File: src/rtl/p2s_stream_if.sv
// Word-load handshake into the parallel-to-serial converter.
interface p2s_stream_if #(
  parameter int unsigned WIDTH = 8
);
  logic [WIDTH-1:0] par_in;
  logic             load_valid;
  logic             load_ready;

  modport master (output par_in, output load_valid, input load_ready);
  modport slave  (input par_in, input load_valid, output load_ready);
endinterface

File: src/rtl/p2s_stream.sv
// Parallel-to-serial converter with a one-word holding register so that
// consecutive words stream out with no idle bit between them.
module p2s_stream #(
  parameter int unsigned WIDTH      = 8,
  parameter bit          MSB_FIRST  = 1'b1,
  parameter bit          IDLE_LEVEL = 1'b0
) (
  input  logic         clk,
  input  logic         reset,
  p2s_stream_if.slave  load,
  output logic         ser_out,
  output logic         ser_valid,
  output logic         eoc,
  output logic         busy
);

  localparam int unsigned    CW   = $clog2(WIDTH);
  localparam logic [CW-1:0]  LAST = CW'(WIDTH - 1);

  typedef enum logic {IDLE, SHIFT} state_t;

  state_t           state_q, state_d;
  logic [WIDTH-1:0] shreg_q, shreg_d;
  logic [WIDTH-1:0] hold_q, hold_d;
  logic             hold_full_q, hold_full_d;
  logic [CW-1:0]    cnt_q, cnt_d;
  logic             ser_q, ser_d;
  logic             accept, last, do_load;
  logic [WIDTH-1:0] load_word;

  function automatic logic first_bit(input logic [WIDTH-1:0] w);
    return MSB_FIRST ? w[WIDTH-1] : w[0];
  endfunction

  function automatic logic [WIDTH-1:0] advance(input logic [WIDTH-1:0] w);
    return MSB_FIRST ? (w << 1) : (w >> 1);
  endfunction

  assign load.load_ready = !hold_full_q && !reset;
  assign accept          = load.load_valid && load.load_ready;
  assign last            = (state_q == SHIFT) && (cnt_q == LAST);

  // A new word enters the shifter straight from idle, or at the final-bit
  // edge from the hold register (preferred) or a same-edge accept.
  assign do_load   = ((state_q == IDLE) && accept) || (last && (hold_full_q || accept));
  assign load_word = hold_full_q ? hold_q : load.par_in;

  always_comb begin
    state_d     = state_q;
    shreg_d     = shreg_q;
    hold_d      = hold_q;
    hold_full_d = hold_full_q;
    cnt_d       = cnt_q;
    ser_d       = ser_q;
    if (do_load) begin
      state_d     = SHIFT;
      ser_d       = first_bit(load_word);
      shreg_d     = advance(load_word);
      cnt_d       = '0;
      hold_full_d = 1'b0;
    end else if ((state_q == SHIFT) && !last) begin
      ser_d   = first_bit(shreg_q);
      shreg_d = advance(shreg_q);
      cnt_d   = cnt_q + CW'(1);
      if (accept) begin
        hold_d      = load.par_in;
        hold_full_d = 1'b1;
      end
    end else if (state_q == SHIFT) begin
      state_d = IDLE;
      ser_d   = IDLE_LEVEL;
      cnt_d   = '0;
    end
  end

  always_ff @(posedge clk) begin
    if (reset) begin
      state_q     <= IDLE;
      shreg_q     <= '0;
      hold_q      <= '0;
      hold_full_q <= 1'b0;
      cnt_q       <= '0;
      ser_q       <= IDLE_LEVEL;
    end else begin
      state_q     <= state_d;
      shreg_q     <= shreg_d;
      hold_q      <= hold_d;
      hold_full_q <= hold_full_d;
      cnt_q       <= cnt_d;
      ser_q       <= ser_d;
    end
  end

  assign ser_out   = ser_q;
  assign ser_valid = (state_q == SHIFT);
  assign eoc       = last;
  assign busy      = (state_q == SHIFT) || hold_full_q;

endmodule

File: src/flat_wrapper.sv
// flat-port wrapper written by rule: the top's interface ports become plain ports
module p2s_stream_flat 
#(
  parameter int unsigned WIDTH      = 8,
  parameter bit          MSB_FIRST  = 1'b1,
  parameter bit          IDLE_LEVEL = 1'b0
)
  (clk, reset, ser_out, ser_valid, eoc, busy, load_par_in, load_load_valid, load_load_ready);
  p2s_stream_if #(.WIDTH(WIDTH)) load_i ();
  input  logic clk;
  input  logic reset;
  output logic ser_out;
  output logic ser_valid;
  output logic eoc;
  output logic busy;
  input wire logic [$bits(load_i.par_in)-1:0] load_par_in;
  input wire logic [$bits(load_i.load_valid)-1:0] load_load_valid;
  output wire logic [$bits(load_i.load_ready)-1:0] load_load_ready;
  assign load_i.par_in = load_par_in;
  assign load_i.load_valid = load_load_valid;
  assign load_load_ready = load_i.load_ready;
  p2s_stream #(.WIDTH(WIDTH), .MSB_FIRST(MSB_FIRST), .IDLE_LEVEL(IDLE_LEVEL)) u_core (.clk(clk), .reset(reset), .load(load_i), .ser_out(ser_out), .ser_valid(ser_valid), .eoc(eoc), .busy(busy));
endmodule
File: config.mk
export PLATFORM = sky130hd
export DESIGN_NAME = p2s_stream_flat
export DESIGN_NICKNAME = d
export VERILOG_FILES = /design/src/rtl/p2s_stream_if.sv /design/src/rtl/p2s_stream.sv /design/src/flat_wrapper.sv
export SDC_FILE = /design/constraint.sdc
export NUM_CORES = 1
export LEC_CHECK = 0
export ABC_AREA = 1
export CAP_MARGIN = 0
export CORE_ASPECT_RATIO = 0.9
export CORE_UTILIZATION = 45
export CTS_CLUSTER_SIZE = 14
export DETAILED_ROUTE_END_ITERATION = 10
export PLACE_DENSITY_LB_ADDON = 0.08
export SLEW_MARGIN = 20
export SYNTH_ARGS = -nofsm -noshare
export SYNTH_HDL_FRONTEND = slang
export SYNTH_SLANG_ARGS = --single-unit
File: constraint.sdc
create_clock -name clk -period 1.8 [get_ports clk]
set_clock_uncertainty 0.05 [all_clocks]
set_input_delay 0.27 -clock clk [delete_from_list [all_inputs] [get_ports clk]]
set_output_delay 0.27 -clock clk [all_outputs]
set_load 0.01 [all_outputs]
==> results of run 1 <==
tightest hold or removal path: cells and delay by family (launching register included):
kind          cells  cell delay (ns)
flops             1             0.34
simple gates      2             0.10
final cells by class:
cell class / instances / share of cell area (%)
tap: 27 / 2.61
inverter: 17 / 4.93
sequential: 21 / 32.8
timing repair buffer: 23 / 16.2
clock inverter: 1 / 0.386
multi-input combinational: 105 / 41.4
clock buffer: 3 / 1.74
what timing repair did:
action,4_1_cts,5_1_grt
setup buffers,0,0
gates resized for setup,5,2
setup endpoints to repair,2,2
registers in the layout, summed over array words and instances, names as in the netlist:
signal              cells
u_core.cnt_q            3
u_core.hold_full_q      1
u_core.hold_q           8
u_core.ser_out          1
u_core.ser_valid        1
u_core.shreg_q          7
metal layers:
metal / vias up / global-route usage (%) / wire length, um
li1: 522 / - / -
met1: 448 / 26.2 / 1140
met2: 17 / 33.4 / 1020
met3: 2 / 5.71 / 84
met4: 0 / 4.74 / 12
met5: - / 0 / 0
power groups by stage:
| stage | clock network, mW | logic, mW | registers [mW] |
|---|---|---|---|
| 4_1_cts | 0.242 | 0.162 | 0.502 |
| 2_1_floorplan | 0 | 0.0904 | 0.511 |
| 5_1_grt | 0.265 | 0.181 | 0.506 |
| 3_3_place_gp | 0 | 0.159 | 0.511 |
| 3_5_place_dp | 0 | 0.161 | 0.512 |
| 6_report | 0.234 | 0.162 | 0.503 |
layout by cell type, fill, tap and decap left out, types with 7 or more instances in the layout:
cell and instances:
a21oi_1 7, buf_4 8, clkdlybuf4s50_1 14, dfxtp_1 18
inv_1 17, nand2_1 40, nand3_1 14, nor2_1 12
o21ai_0 11
kinds of logic (layout without fill, tap and decap cells):
logic type               count (synthesis)  count (layout)  share of synthesized area [%]
AND/OR/NAND/NOR                         81              81                           36.8
AO/OA/AOI/OAI                           22              22                           11.5
flip-flops                              21              21                           40.4
buffers and inverters                   21              44                           8.89
adder cells (fa/ha/maj)                  2               2                           2.40
how the worst max path moves through the flow:
stage / from / to / cells after the start
floorplan: u_core.cnt_q[0] / u_core.cnt_q[0] / 7
global placement: reset / load_load_ready / 3
detailed placement: reset / load_load_ready / 3
CTS: u_core.hold_full_q / busy / 3
global route: u_core.ser_valid / busy / 3
finish: u_core.ser_valid / busy / 3
stage by stage:
| step | power, mW | instances |
|---|---|---|
| after global routing | 0.952 | 197 |
| final | 0.899 | 197 |
| after detailed placement | 0.673 | 193 |
| after global placement | 0.670 | 193 |
| after CTS | 0.907 | 197 |
| after floorplan | 0.601 | 147 |
==> flow_metrics.py, run 1 <==
metrics = {
    "power_and_ir_drop": {
        "clock_power_share_pct": 26.0,
        "share_comb_of_total_power_pct": 18.0,
        "power_frac_seq_pct": 55.9,
        "power_switching_mw": 0.253,
        "power_leakage_nw": 0.614,
        "peakVddDrop_v": 0.000582,
        "swShare_pct": 28.1,
        "p_per_area_nw_per_um2": 695,
        "p_int_mw": 0.646,
    },
    "place": {
        "dpl_cell_area_sq_um": 1260,
        "dp_hpwl_um": 1690,
        "place_ws_ns": 0.0866,
        "gp_congestion": 0.786,
        "port_buffers": 15,
    },
    "setup_path": {
        "max_stage_delay_ns": 0.53,
        "reg2reg_slack_ns": 0.27,
        "cp_top_family": "buffers and inverters",
        "critical_path_buf_inv_count": 2,
        "slowest_stage": "clkdlybuf4s50_1",
        "path_cells": "inv_1 -> nand2_1 -> clkdlybuf4s50_1",
        "crit_arrival_ns": 1.42,
        "r2r-start": "u_core.cnt_q[0]",
        "worstPathMaxFanout": 5,
        "cp.required_ns": 1.48,
        "r2r_end": "u_core.hold_q[7]",
        "end_kind": "output port",
        "start_kind": "flip-flop",
        "crit_type": "flip-flop to output port",
        "rr_worst_depth": 8,
    },
    "logic_synthesis": {
        "postSynthCellCount": 147,
        "syn_area_sq_um": 1040,
        "yosysTopAreaCellShare_pct": 40.4,
        "yosys_most_used_dff": "dfxtp_1",
        "yosysSeqAreaShare_pct": 40.4,
        "yosys.area.top_type": "dfxtp_1",
        "syn_area_per_cell_sq_um": 7.08,
        "synth.distinct_cells": 22,
        "yosysMostFrequentCell": "nand2_1",
        "synth_warnings": 0,
        "synthArstFlopShare_pct": 0,
        "synth-edff-count": 0,
        "synth_nets": 160,
        "synthTopCellsByCount": "nand2_1 (40), dfxtp_1 (21), inv_1 (17)",
        "ys_ff_latch": 21,
        "synthTopCellsByArea": "dfxtp_1 (40%), nand2_1 (14%), nand3_1 (6.7%)",
    },
    "sta": {
        "relSlewSlack_pct": 81.6,
        "worst_pin_slew_ns": 0.275,
        "min_period_over_period_pct": 96.6,
        "fin_ws_ns": 0.0610,
        "setup_tns_ns": 0,
        "max_freq_mhz": 575,
        "finalSetupViolations": 0,
        "holdWs_ns": 0.415,
        "hold_viol": 0,
        "timing.final.crit_period_ns": 1.74,
        "slew_viol_final": 0,
        "grt_setup_unrepaired": "no",
    },
    "die": {
        "dieWidth_um": 52.7,
        "fp-row-count": 16,
        "die_area_sq_um": 2510,
        "core-area_sq_um": 2180,
        "start_util_pct": 47.7,
        "io_pins": 16,
        "die_height_um": 47.6,
    },
    "drt": {
        "first_iter_violations": 26,
        "drt-total-wl_um": 2260,
        "first_pass_iters": 6,
        "vias": 989,
        "viasPerCell": 5.02,
        "wl_per_cell_um": 11.4,
        "ant_nets": 0,
        "drc_errors": 0,
    },
    "clock_tree": {
        "clk_path_buf_depth": 2,
        "worst_setup_hold_path_clk_slew_ns": 0.12,
        "postCtsHoldBufs": 0,
        "cts_sinks": 21,
        "ctsHtreeMaxLevel": 1,
        "cts-root-buf": "clkbuf_4",
        "clk_latency_ns": 0.31,
        "numCtsBuffers": 3,
        "cts_tree": "done",
    },
    "grt": {
        "first_global_vias": 813,
        "grt_pass1_wl_um": 3580,
        "grt_overflow": 0,
        "grt_max_degree": 14,
        "grt_antenna_before_repair": 0,
        "grt_util_all_layers_pct": 20.1,
    },
    "worst_hold_path": {
        "min_path_cells": 2,
        "hold_class": "flip-flop to flip-flop",
        "min_from": "u_core.shreg_q[4]",
        "hold_end": "u_core.shreg_q[4]",
    },
    "finish": {
        "drive_gt1_share_pct": 17.1,
        "finalNetCount": 184,
        "diodes": 0,
        "multi_input_area_sq_um": 536,
        "syn_to_final_growth_pct": 24.4,
        "regArea_sq_um": 424,
        "fill_cells": 210,
        "fin_area_sq_um": 1290,
        "fin_util_pct": 59.3,
    },
    "status": {
        "status": "completed",
    },
    "run": {
        "drv_cap": 0,
    },
}
Note: power is estimated with default switching activity, not from simulation.
==> inputs of run 2 (changes only) <==
- CORE_UTILIZATION: 45 -> 52
==> flow_metrics.py, run 2 (same netlist as run 1, synthesis figures left out) <==
metrics = {
    "setup_path": {
        "crit_start": "u_core.cnt_q[0]",
        "start_kind": "flip-flop",
        "worstPathMaxFanout": 3,
        "cp.required_ns": 1.48,
        "end_kind": "output port",
        "r2r_end": "u_core.cnt_q[0]",
        "reg2reg_slack_ns": 0.22,
        "max_stage_delay_ns": 0.34,
        "path_cells": "ha_1 -> ha_2 -> nand2_1 -> inv_1 -> dlygate4sd2_1",
        "slowest_stage": "dfxtp_2",
        "crit_arrival_ns": 1.41,
        "crit_type": "flip-flop to output port",
        "r2r-start": "u_core.cnt_q[0]",
        "rr_worst_depth": 7,
        "cp-endpoint": "eoc",
    },
    "finish": {
        "multi_input_area_sq_um": 531,
        "largest_register": "u_core.hold_q",
        "diodes": 0,
        "final_common_cell": "nand2_1",
        "largest_reg_flops": 8,
        "syn_to_final_growth_pct": 24.5,
        "finalNetCount": 185,
        "regArea_sq_um": 427,
        "drive_gt1_share_pct": 17.5,
        "fin_area_sq_um": 1300,
        "fill_cells": 136,
        "final_cell_mix": "nand2_1 (40), dfxtp_1 (18), inv_1 (16), nand3_1 (14), clkdlybuf4s50_1 (13)",
        "reg_top3": "u_core.hold_q: 8 flops, u_core.shreg_q: 7 flops, u_core.cnt_q: 3 flops",
    },
    "place": {
        "dpl_cell_area_sq_um": 1240,
        "gp_congestion": 0.871,
        "port_buffers": 15,
        "place_ws_ns": 0.0584,
        "dp_hpwl_um": 1770,
    },
    "clock_tree": {
        "cts_tree": "done",
        "ctsHtreeMaxLevel": 1,
        "cts-root-buf": "clkbuf_4",
        "clk_latency_ns": 0.31,
        "numCtsBuffers": 3,
        "worst_setup_hold_path_clk_slew_ns": 0.11,
        "clk_path_buf_depth": 2,
        "cts_sinks": 21,
    },
    "power_and_ir_drop": {
        "p_total_mw": 0.896,
        "p_per_area_nw_per_um2": 692,
        "share_comb_of_total_power_pct": 18.3,
        "p_int_mw": 0.649,
        "swShare_pct": 27.6,
        "peakVddDrop_v": 0.000482,
        "power_leakage_nw": 0.634,
        "power_frac_seq_pct": 56.1,
        "clock_power_share_pct": 25.6,
        "power_switching_mw": 0.247,
    },
    "grt": {
        "grt_util_all_layers_pct": 25.3,
        "grt_max_degree": 14,
        "grt_pass1_wl_um": 4020,
        "grt_antenna_before_repair": 0,
        "grt_overflow": 0,
        "first_global_vias": 905,
    },
    "sta": {
        "min_period_over_period_pct": 96.1,
        "holdWs_ns": 0.414,
        "relSlewSlack_pct": 79.4,
        "finalSetupViolations": 0,
        "setup_tns_ns": 0,
        "timing.final.crit_period_ns": 1.73,
        "grt_setup_unrepaired": "no",
        "worst_pin_slew_ns": 0.309,
        "hold_viol": 0,
        "fin_ws_ns": 0.0710,
        "max_freq_mhz": 578,
        "slew_viol_final": 0,
    },
    "die": {
        "fp-row-count": 14,
        "die_area_sq_um": 2190,
        "die_height_um": 44.4,
        "core-area_sq_um": 1770,
        "start_util_pct": 58.8,
        "dieWidth_um": 49.2,
        "io_pins": 16,
    },
    "status": {
        "status": "completed",
    },
    "drt": {
        "first_pass_iters": 5,
        "first_iter_violations": 19,
        "wl_per_cell_um": 11.9,
        "ant_nets": 0,
        "drc_errors": 0,
        "drt-total-wl_um": 2330,
        "viasPerCell": 5.08,
        "vias": 990,
    },
    "worst_hold_path": {
        "hold_class": "flip-flop to flip-flop",
    },
    "run": {
        "drv_cap": 0,
    },
}
[run 2: worst max-delay path, delay by kind of cell (launching register included)]
family	cells	cell delay [ns]
buffers and inverters	2	0.31
DFF	1	0.34
and+or+nand+nor	1	0.06
adders and majority gates	2	0.39
[run 2: cell type report]
type                            count  share of cell area (%)
Inverter                           17                    4.92
Sequential cell                    21                    32.9
Multi-Input combinational cell    105                    40.9
Tap cell                           24                    2.32
Timing Repair Buffer               24                    16.9
Clock buffer                        4                    2.03
[run 2: per-stage QoR]
stage / std cells / util [%]
6_report: 195 / 73.3
5_1_grt: 195 / 73.3
4_1_cts: 193 / 72.1
3_5_place_dp: 189 / 70.4
3_3_place_gp: 189 / 70.4
2_1_floorplan: 147 / -
[run 2: what timing repair did]
| action | 4_1_cts | 5_1_grt |
|---|---|---|
| setup endpoints to repair | 2 | 8 |
| hold buffers | 0 | 0 |
| setup buffers | 0 | 2 |
| pin swaps | 0 | 1 |
| gates cloned | 0 | 0 |
| resized for setup | 5 | 3 |
[run 2: power by group through the flow]
stage	sequential, mW	clock [mW]	combinational [mW]
floorplan	0.511	0	0.0904
global placement	0.511	0	0.156
detailed placement	0.512	0	0.161
CTS	0.503	0.238	0.162
global route	0.506	0.254	0.183
finish	0.503	0.230	0.164
[run 2: worst min path at each step]
stage / from / to / slack, ns / cells after the start
finish: u_core.shreg_q[4] / u_core.shreg_q[4] / 0.41 / 2
global route: u_core.shreg_q[1] / u_core.shreg_q[1] / 0.43 / 2
CTS: u_core.shreg_q[1] / u_core.shreg_q[1] / 0.41 / 2
detailed placement: u_core.shreg_q[1] / u_core.shreg_q[1] / 0.40 / 2
global placement: u_core.shreg_q[1] / u_core.shreg_q[1] / 0.39 / 2
floorplan: load_par_in[0] / u_core.hold_q[0] / 0.35 / 2
[run 2: metal layers]
layer	wire length (um)	vias up	track usage, %
met5	0	-	0
met4	27	0	10.0
li1	-	516	-
met2	1120	32	42.5
met1	1030	437	30.9
met3	153	5	7.22
==> inputs of run 3 (changes only) <==
- CTS_BUF_LIST: default -> sky130_fd_sc_hd__clkbuf_8 sky130_fd_sc_hd__clkbuf_16
==> flow_metrics.py, run 3 (same netlist as run 1, synthesis figures left out) <==
metrics = {
    "clock_tree": {
        "cts-root-buf": "clkbuf_8",
        "numCtsBuffers": 3,
        "postCtsHoldBufs": 0,
        "cts_tree": "done",
        "worst_setup_hold_path_clk_slew_ns": 0.07,
        "clk_path_buf_depth": 2,
        "clk_latency_ns": 0.27,
        "cts_sinks": 21,
        "ctsHtreeMaxLevel": 1,
    },
    "drt": {
        "first_pass_iters": 6,
        "viasPerCell": 5.14,
        "vias": 1003,
        "wl_per_cell_um": 12.1,
        "topRoutingLayerUsed": "met4",
        "drt-total-wl_um": 2370,
        "wl_met1_um": 1050,
        "route.met2.wl_um": 1140,
        "dr_wl_met3_um": 124,
        "ant_nets": 0,
        "drc_errors": 0,
        "first_iter_violations": 22,
    },
    "finish": {
        "reg_top3": "u_core.hold_q: 8 flops, u_core.shreg_q: 7 flops, u_core.cnt_q: 3 flops",
        "largest_reg_flops": 8,
        "fill_cells": 136,
        "final_common_cell": "nand2_1",
        "drive_gt1_share_pct": 17.0,
        "diodes": 0,
        "largest_register": "u_core.hold_q",
        "syn_to_final_growth_pct": 25.7,
        "final_cell_mix": "nand2_1 (40), dfxtp_1 (19), inv_1 (17), nand3_1 (14), clkdlybuf4s50_1 (14)",
        "layout.cells.non_filler": 195,
        "finalNetCount": 185,
    },
    "die": {
        "start_util_pct": 58.8,
        "die_area_sq_um": 2190,
        "dieWidth_um": 49.2,
        "die_height_um": 44.4,
        "fp-row-count": 14,
        "core-area_sq_um": 1770,
        "io_pins": 16,
    },
    "grt": {
        "grt_max_degree": 14,
        "grt_antenna_before_repair": 0,
        "first_global_vias": 941,
        "grt_overflow": 0,
        "grt_util_all_layers_pct": 25.3,
        "grt_pass1_wl_um": 4060,
    },
    "sta": {
        "slew_viol_final": 0,
        "setup_tns_ns": 0,
        "finalSetupViolations": 0,
        "worst_pin_slew_ns": 0.301,
        "holdWs_ns": 0.414,
        "timing.final.crit_period_ns": 1.71,
        "relSlewSlack_pct": 79.9,
        "min_period_over_period_pct": 94.9,
        "max_freq_mhz": 585,
        "grt_setup_unrepaired": "no",
        "hold_viol": 0,
    },
    "power_and_ir_drop": {
        "power_leakage_nw": 0.631,
        "power_switching_mw": 0.258,
        "p_per_area_nw_per_um2": 744,
        "p_total_mw": 0.974,
        "power_frac_seq_pct": 51.7,
        "clock_power_share_pct": 31.4,
        "p_int_mw": 0.715,
        "share_comb_of_total_power_pct": 16.9,
        "peakVddDrop_v": 0.000574,
        "swShare_pct": 26.5,
    },
    "worst_hold_path": {
        "hold_end": "u_core.shreg_q[1]",
        "min_from": "u_core.shreg_q[1]",
        "min_path_cells": 2,
        "hold_class": "flip-flop to flip-flop",
    },
    "setup_path": {
        "start_kind": "input port",
        "crit_arrival_ns": 1.39,
        "reg2reg_slack_ns": 0.23,
        "r2r-start": "u_core.cnt_q[0]",
        "rr_worst_depth": 8,
        "cp.required_ns": 1.48,
        "r2r_end": "u_core.hold_q[6]",
        "end_kind": "output port",
        "crit_type": "input port to output port",
        "worstPathMaxFanout": 2,
    },
    "status": {
        "status": "completed",
    },
    "place": {
        "dp_hpwl_um": 1770,
        "gp_congestion": 0.871,
        "place_inst": 189,
        "port_buffers": 15,
    },
    "run": {
        "drv_cap": 0,
    },
}
## run 3: power by group through the flow
stage	Clock (mW)	Combinational [mW]	Sequential, mW
after floorplan	0	0.0904	0.511
after global placement	0	0.156	0.511
after detailed placement	0	0.161	0.512
after CTS	0.312	0.162	0.502
after global routing	0.324	0.183	0.506
final	0.306	0.165	0.503
## run 3: critical path, cell delays in order
cell and delay, ns:
clkdlybuf4s50_1 0.46, nor2_4 0.12, clkdlybuf4s50_1 0.54
## run 3: layout make-up
class / count / area (sq um) / share of cell area, %
sequential: 21 / 423 / 32.3
multi-input combinational: 105 / 531 / 40.5
clock buffer: 3 / 41.3 / 3.15
inverter: 17 / 63.8 / 4.88
clock inverter: 1 / 3.75 / 0.287
timing repair buffer: 24 / 216 / 16.5
tap: 24 / 30.0 / 2.29
## run 3: worst max path at each step
stage | start | end | slack [ns] | cells past startpoint
2_1_floorplan | u_core.cnt_q[0] | u_core.cnt_q[0] | 0.36 | 7
3_3_place_gp | reset | load_load_ready | 0.1 | 3
3_5_place_dp | reset | u_core.hold_q[6] | 0.06 | 8
4_1_cts | u_core.hold_full_q | busy | 0.03 | 3
5_1_grt | u_core.ser_valid | busy | 0.05 | 3
6_report | reset | load_load_ready | 0.09 | 3
## run 3: metrics by stage
step	setup WS [ns]	area [sq um]	util [%]
after global placement	0.0976	1240	70.4
after floorplan	0.358	1040	-
after CTS	0.0334	1290	73.1
after detailed placement	0.0584	1240	70.4
after global routing	0.0509	1310	74.0
final	0.0916	1310	74.0
## run 3: repair_timing
action                                  in CTS  in global routing
pin swaps                                    0                  1
gates resized for setup                      3                  2
endpoints found under the setup margin       2                  7
setup buffers                                0                  2
## run 3: per-layer routing
layer | vias to the layer above | GRT usage [%]
met5 | - | 0
met4 | 0 | 11.8
met3 | 6 | 7.22
met2 | 25 | 43.6
met1 | 455 | 29.5
li1 | 517 | -
